$ cat config.mk
export PLATFORM = sky130hd
export DESIGN_NAME = fir_serial_mac
export DESIGN_NICKNAME = d
export VERILOG_FILES = /design/src/rtl/fir_serial_mac.sv
export SDC_FILE = /design/constraint.sdc
export NUM_CORES = 1
export LEC_CHECK = 0
export BUFFER_PORTS_ARGS = -buffer_cell sky130_fd_sc_hd__buf_4
export CAP_MARGIN = 10
export CORE_UTILIZATION = 35
export DETAILED_ROUTE_END_ITERATION = 8
export HOLD_SLACK_MARGIN = 0.08
export MAX_ROUTING_LAYER = met4
export PLACE_DENSITY = 0.53
export RECOVER_POWER = 50
export SLEW_MARGIN = 20
export SYNTH_ARGS = -nofsm -noshare
export SYNTH_HDL_FRONTEND = slang
export SYNTH_SLANG_ARGS = --single-unit
$ cat constraint.sdc
create_clock -name clk -period 15.16 [get_ports clk]
set_input_delay 0 -clock clk [delete_from_list [all_inputs] [get_ports clk]]
set_output_delay 0 -clock clk [all_outputs]
set_load 0.03 [all_outputs]
$ cat src/rtl/fir_serial_mac.sv
// fir_serial_mac: time-multiplexed FIR tap engine with one shared multiplier-accumulator
module fir_serial_mac #(
    parameter int TAPS   = 8,
    parameter int DATA_W = 16,
    parameter int COEF_W = 16,
    parameter int SHIFT  = 15,
    parameter int ACC_W  = DATA_W + COEF_W + $clog2(TAPS)
) (
    input  logic                    clk,
    input  logic                    reset_n,
    input  logic                    in_valid,
    output logic                    in_ready,
    input  logic [DATA_W-1:0]       in_data,
    output logic                    out_valid,
    input  logic                    out_ready,
    output logic [DATA_W-1:0]       out_data,
    input  logic                    coef_we,
    input  logic [$clog2(TAPS)-1:0] coef_addr,
    input  logic [COEF_W-1:0]       coef_wdata
);
    localparam int IW = $clog2(TAPS);
    localparam int PW = DATA_W + COEF_W;
    localparam logic signed [ACC_W:0] BIAS = ((ACC_W+1)'(1) << SHIFT) >> 1;
    localparam logic signed [ACC_W:0] MAXV = (ACC_W+1)'(2**(DATA_W-1) - 1);
    localparam logic signed [ACC_W:0] MINV = ~MAXV;

    typedef enum logic [1:0] {IDLE, MAC, OUT} state_t;

    state_t                   state, state_nxt;
    logic signed [DATA_W-1:0] x [TAPS];
    logic signed [COEF_W-1:0] c [TAPS];
    logic signed [ACC_W-1:0]  acc, sum;
    logic signed [PW-1:0]     prod;
    logic signed [ACC_W:0]    biased, scaled;
    logic [DATA_W-1:0]        sat_val;
    logic [IW-1:0]            idx;
    logic                     accept, in_mac, last;

    assign accept  = in_valid && in_ready;
    assign in_mac  = state == MAC;
    assign last    = in_mac && idx == IW'(TAPS-1);
    assign prod    = x[idx] * c[idx];
    assign sum     = acc + {{(ACC_W-PW){prod[PW-1]}}, prod};
    assign biased  = {sum[ACC_W-1], sum} + BIAS;
    assign scaled  = biased >>> SHIFT;
    assign sat_val = scaled > MAXV ? MAXV[DATA_W-1:0] :
                     scaled < MINV ? MINV[DATA_W-1:0] : scaled[DATA_W-1:0];

    // state register
    always_ff @(posedge clk or negedge reset_n)
        if (!reset_n)
            state <= IDLE;
        else
            state <= state_nxt;

    // next state and handshake outputs, decoded from registered state only
    always_comb begin
        state_nxt = state;
        in_ready  = 1'b0;
        out_valid = 1'b0;
        case (state)
            IDLE: begin
                in_ready = 1'b1;
                if (in_valid) state_nxt = MAC;
            end
            MAC: if (last) state_nxt = OUT;
            OUT: begin
                out_valid = 1'b1;
                if (out_ready) state_nxt = IDLE;
            end
            default: state_nxt = IDLE;
        endcase
    end

    // sample delay line, shifted once per accepted sample
    always_ff @(posedge clk or negedge reset_n)
        if (!reset_n) begin
            for (int k = 0; k < TAPS; k++) x[k] <= '0;
        end else if (accept) begin
            x[0] <= in_data;
            for (int k = 1; k < TAPS; k++) x[k] <= x[k-1];
        end

    // coefficient bank, writable only while idle; writes in other states are dropped
    always_ff @(posedge clk or negedge reset_n)
        if (!reset_n) begin
            for (int k = 0; k < TAPS; k++) c[k] <= '0;
        end else if (coef_we && state == IDLE) begin
            c[coef_addr] <= coef_wdata;
        end

    // accumulator and tap index, one tap per MAC cycle
    always_ff @(posedge clk or negedge reset_n)
        if (!reset_n) begin
            acc <= '0;
            idx <= '0;
        end else if (accept) begin
            acc <= '0;
            idx <= '0;
        end else if (in_mac) begin
            acc <= sum;
            idx <= idx + 1'b1;
        end

    // result register, loaded with the rounded and saturated final sum on the last tap
    always_ff @(posedge clk or negedge reset_n)
        if (!reset_n)
            out_data <= '0;
        else if (last)
            out_data <= sat_val;
endmodule

==> results.json, run 1 <==
{
  "run_status": "finished with violations",
  "violations": "max-capacitance violations, max-slew violations",
  "crit_end": "out_data[3]",
  "hold_viol": 0,
  "post_route_cells_drive_above_1_share_pct": 21.0,
  "syn_nets": 2774,
  "worst_ep_arrival_time_ps": 12620,
  "reg2regPathDepth": 35,
  "detail_route.first_pass.iterations": 5,
  "timing.slew.headroom_pct": -363,
  "cts_sinks": 312,
  "cp_common_cell": "fa_1",
  "worstHoldPathType": "in -> reg",
  "postRouteWirelength_um": 64500,
  "critical-path-slowest-cell": "dfrtp_4",
  "grt_max_degree": 118,
  "placed_cell_area_sq_um": 27300,
  "via_count": 17200,
  "fin_tns_setup_ps": 0,
  "timing.critical_path.max_delay_family": "adder cells",
  "layout_common_cells": "inv_1 (329), dfrtp_1 (309), mux2_2 (279)",
  "synth_edf_count": 0,
  "antenna_violations_before_repair": 2,
  "postCtsSetupBuffers": 0,
  "synth.yosys.warnings": 0,
  "clock-root-buffer": "clkbuf_16",
  "globalRoute.totalOverflow": 0,
  "max_stage_delay_ps": 890,
  "first_global_vias": 18600,
  "die-area_sq_um": 74900,
  "die-height_um": 274,
  "post-route-drc-count": 0,
  "cts-root-to-sink-buffers": 3,
  "reg2reg_start": "idx[0]",
  "cts_made_buffers": 39,
  "timing.final.max_slew_violations": 374,
  "wire_per_inst_um": 18.9,
  "critical_path.max_fanout": 35,
  "register_to_register_setup_slack_ps": 2940,
  "synthesized_cell_area_sq_um": 25800,
  "async_reset_ff_share_pct": 100,
  "crit_path_start": "idx[0]",
  "timing.fmax_mhz": 81.8,
  "yosysSeqAreaShare_pct": 30.2,
  "worst_ep_required_time_ps": 15560,
  "number_of_synthesized_register_bits": 312,
  "worst_setup_hold_path_clk_slew_ps": 60,
  "ctsHtreeMaxLevel": 2,
  "clock_latency_ps": 590,
  "grt_first_pass_wirelength_um": 104000,
  "postSynthCellCount": 2349,
  "most_frequent_standard_cell_in_the_layout_excluding_fill_and_tap_cells": "inv_1",
  "worstSetupStartpointType": "flip-flop",
  "unrepaired_setup_endpoints_after_global_routing": "false",
  "initial_core_util_pct": 35.4,
  "finalClockSkew_ps": 36.2,
  "syn2layout_area_growth_pct": 12.1,
  "final_period_minus_worst_setup_slack_ps": 12220,
  "setup.worst_path.class": "reg -> reg",
  "placeableCoreArea_sq_um": 73000,
  "worst-path-buf-inv": 6,
  "holdBufCountCts": 35,
  "antenna_violating_nets_post_route": 0,
  "post_synth.cell_area_avg_sq_um": 11.0,
  "clock_tree_from_tritoncts": "yes",
  "fp.dieW_um": 274,
  "hpwlAfterDp_um": 47700,
  "weighted_congestion_reported_at_the_end_of_routability_driven_placement": 0.896,
  "synth_ff_type": "dfrtp_1",
  "core_rows": 99,
  "critical_path_sink_type": "flip-flop",
  "io-pin-count": 58,
  "resized_gates_after_cts": 0,
  "total_number_of_nets_in_the_final_design": 2840,
  "track_usage_pct": 18.3,
  "layout_worst_path_cycle_share_pct": 80.6,
  "dr_vias_cell": 5.06,
  "diode_insertion_count_for_antenna_repair": 0,
  "synth_cell_types": 78,
  "report.final.setup_viol": 0,
  "initialDrtViolationCount": 782,
  "timing_worst_slew_pin_value_ps": 6950,
  "post-route-cell-area_sq_um": 29000,
  "regToRegEndpoint": "out_data[3]",
  "maxCapViolations": 5,
  "worst-path-stages": 35,
  "portBuffers": 57
}
## cell families after synthesis
kind of cell | count (synthesis) | synth area share (%)
compound gates | 249 | 6.60
xor+xnor | 71 | 2.43
fa+ha+maj | 385 | 26.3
buf+inv | 419 | 6.20
flops | 312 | 30.2
mux | 377 | 19.0
simple gates | 536 | 9.24
## worst min path at each step
stage / start / end / slack, ps / cells after the start
global placement: reset_n / acc[6] / 180 / 1
floorplan: reset_n / acc[0] / -300 / 0
global route: in_data[1] / x[113] / 190 / 3
finish: in_data[1] / x[113] / 180 / 3
detailed placement: reset_n / acc[6] / 190 / 1
CTS: reset_n / acc[0] / 160 / 2
## synthesized netlist by cell type, types with 4 or more instances
library cell / instances / area [sq um]
a211oi_1: 5 / 37.5
a21o_1: 23 / 173
a21oi_1: 66 / 330
a31oi_1: 14 / 87.6
and2_1: 6 / 37.5
and3_1: 10 / 62.6
buf_1: 14 / 52.6
buf_2: 4 / 20.0
clkbuf_1: 70 / 263
dfrtp_1: 312 / 7810
fa_1: 263 / 5270
ha_1: 122 / 1530
inv_1: 329 / 1230
mux2_2: 279 / 3140
mux2i_1: 34 / 340
mux4_2: 64 / 1440
nand2_1: 198 / 743
nand2b_1: 20 / 125
nand3_1: 55 / 275
nand4_1: 6 / 37.5
nor2_1: 186 / 698
nor2b_1: 8 / 50.1
nor3_1: 13 / 65.1
o211ai_1: 9 / 67.6
o21a_1: 14 / 105
o21ai_0: 47 / 235
o21bai_1: 5 / 37.5
o22ai_1: 8 / 50.1
o22ai_2: 10 / 125
o31ai_1: 8 / 60.1
or2_2: 9 / 56.3
xnor2_1: 44 / 385
xor2_1: 26 / 228
## through the flow
stage	instances	setup slack (ps)	hold slack [ps]	utilization, %
floorplan	2349	4020	-296	-
global placement	3298	2900	175	37.4
detailed placement	3298	2820	186	37.5
CTS	3404	2810	158	39.8
global route	3404	2030	187	39.7
finish	3404	2940	185	39.7
## cell type report
type	count	area [sq um]
clock inverters	23	334
repair buffers	115	868
well taps	959	1200
flip-flops and latches	312	7810
clock buffers	48	1060
multi-input cells	1618	16500
fillers	7042	44000
inverters	329	1230
## sequential cells by signal, summed over array words and instances, names as in the netlist
name	cells
acc	35
c	128
idx	3
out_data	16
state	2
x	128
## tightest hold or removal path, cell delays in order
cell and delay (ps):
dlygate4sd3_1 520, buf_4 90, mux2_2 120
## per-layer routing
layer	up-vias	track usage, %	routed length, um
met3	80	2.52	2710
met2	352	29.0	29900
met4	0	4.53	1340
met5	-	-	0
met1	8819	24.6	30500
li1	7976	-	-
Power of run 1 is left out: the tool's default activity adds up to more than one toggle a clock period on the data nets, which glitch-free logic cannot reach.
==> run 2, diff against run 1 <==
clock period = 12.6 ns   (was 15.16 ns; I/O delays follow)
==> results.json, run 2 (synthesized netlist as in run 1, its figures left out) <==
{
  "finalCoreUtilization_pct": 39.9,
  "postRouteWirelength_um": 64100,
  "wire_per_inst_um": 18.8,
  "globalRoute.totalOverflow": 0,
  "reg2reg_start": "idx[0]",
  "die-area_sq_um": 74900,
  "timing.fmax_mhz": 83.7,
  "whs_ps": 180,
  "finalClockSkew_ps": 31.4,
  "diode_insertion_count_for_antenna_repair": 0,
  "syn2layout_area_growth_pct": 12.6,
  "timing.hold.worst_path_depth": 3,
  "die-height_um": 274,
  "max_stage_delay_ps": 820,
  "clock-root-buffer": "clkbuf_16",
  "cts_made_buffers": 39,
  "worstHoldEndpoint": "x[112]",
  "timing.final.max_slew_violations": 319,
  "post_route_cells_drive_above_1_share_pct": 21.2,
  "portBuffers": 57,
  "post-route-worst-setup-slack_ps": 647,
  "register_to_register_setup_slack_ps": 650,
  "report.final.setup_viol": 0,
  "regToRegEndpoint": "out_data[2]",
  "ctsHtreeMaxLevel": 2,
  "hpwlAfterDp_um": 48200,
  "core_rows": 99,
  "timing_worst_slew_pin_value_ps": 5760,
  "initial_core_util_pct": 35.4,
  "most_frequent_standard_cell_in_the_layout_excluding_fill_and_tap_cells": "inv_1",
  "critical-path-slowest-cell": "mux2i_1",
  "total_number_of_nets_in_the_final_design": 2850,
  "critical_path.max_fanout": 24,
  "run_status": "finished with violations",
  "placeableCoreArea_sq_um": 73000,
  "track_usage_pct": 18.1,
  "worst_setup_hold_path_clk_slew_ps": 60,
  "post-route-drc-count": 0,
  "detail_route.first_pass.iterations": 5,
  "worst_ep_required_time_ps": 13020,
  "cts-root-to-sink-buffers": 3,
  "antenna_violating_nets_post_route": 0,
  "worstSetupStartpointType": "flip-flop",
  "place_ws_ps": 536,
  "maxCapViolations": 4,
  "reg2regPathDepth": 36,
  "hold_viol": 0,
  "top_regs": "c (128), x (128), acc (35)",
  "clock_tree_from_tritoncts": "yes",
  "layout_common_cells": "inv_1 (329), dfrtp_1 (309), mux2_2 (279)",
  "timing.slew.headroom_pct": -284,
  "worstHoldPathType": "in -> reg",
  "grt_first_pass_wirelength_um": 104000,
  "antenna_violations_before_repair": 0,
  "cts_sinks": 312,
  "hold_start": "in_data[0]",
  "cp_common_cell": "fa_1",
  "first_global_vias": 18800,
  "dr_vias_cell": 5.07,
  "violations": "max-capacitance violations, max-slew violations",
  "fp.dieW_um": 274,
  "initialDrtViolationCount": 796,
  "unrepaired_setup_endpoints_after_global_routing": "false",
  "worst_ep_arrival_time_ps": 12370,
  "critical_path_sink_type": "flip-flop",
  "clock_latency_ps": 580,
  "final_period_minus_worst_setup_slack_ps": 11950,
  "grt_max_degree": 103,
  "postCtsSetupBuffers": 0,
  "io-pin-count": 58,
  "setup.worst_path.class": "reg -> reg",
  "weighted_congestion_reported_at_the_end_of_routability_driven_placement": 0.942,
  "fin_tns_setup_ps": 0,
  "layout_worst_path_cycle_share_pct": 94.9,
  "via_count": 17300
}
run 2: layout make-up:
| cell class | count | area [sq um] |
|---|---|---|
| clock buffers | 54 | 1110 |
| clock inverters | 17 | 277 |
| fillers | 6966 | 43900 |
| inverters | 329 | 1230 |
| multi-input cells | 1618 | 16500 |
| flip-flops and latches | 312 | 7810 |
| well taps | 959 | 1200 |
| repair buffers | 125 | 985 |
run 2: routing by layer:
metal | routed length (um) | up-vias | track usage (%)
met5 | 0 | - | -
met4 | 1630 | 0 | 5.10
met3 | 1980 | 90 | 2.17
met2 | 30100 | 286 | 28.9
met1 | 30400 | 8910 | 24.1
li1 | - | 8012 | -
run 2: critical path, delay by kind of cell, from the launching register on:
kind                       cells  cell delay (ps)
AOI/OAI and AO/OA             11             2800
DFF                            1              600
xor gates and xnor gates       2              350
and+or+nand+nor                8             2290
adders and majority gates      8             3870
buffers and inverters          5              450
muxes                          2             1370
run 2: timing repair:
item                                    4_1_cts  5_1_grt
hold buffers                                 36        0
endpoints found under the setup margin        0       10
endpoints found under the hold margin       246        0
resized for setup                             0        3
run 2: worst max path at each step:
stage | startpoint | to | slack (ps)
2_1_floorplan | idx[0] | out_data[10] | 1460
3_3_place_gp | idx[0] | out_data[1] | 640
3_5_place_dp | idx[0] | out_data[2] | 540
4_1_cts | idx[0] | out_data[2] | 490
5_1_grt | idx[0] | out_data[0] | 2
6_report | idx[0] | out_data[2] | 650
run 2: per-stage QoR:
stage	area, sq um	std cells
after floorplan	25800	2349
after global routing	29100	3414
after CTS	29200	3414
after detailed placement	27400	3307
after global placement	27400	3307
final	29100	3414
Power of run 2 is left out for the same reason.
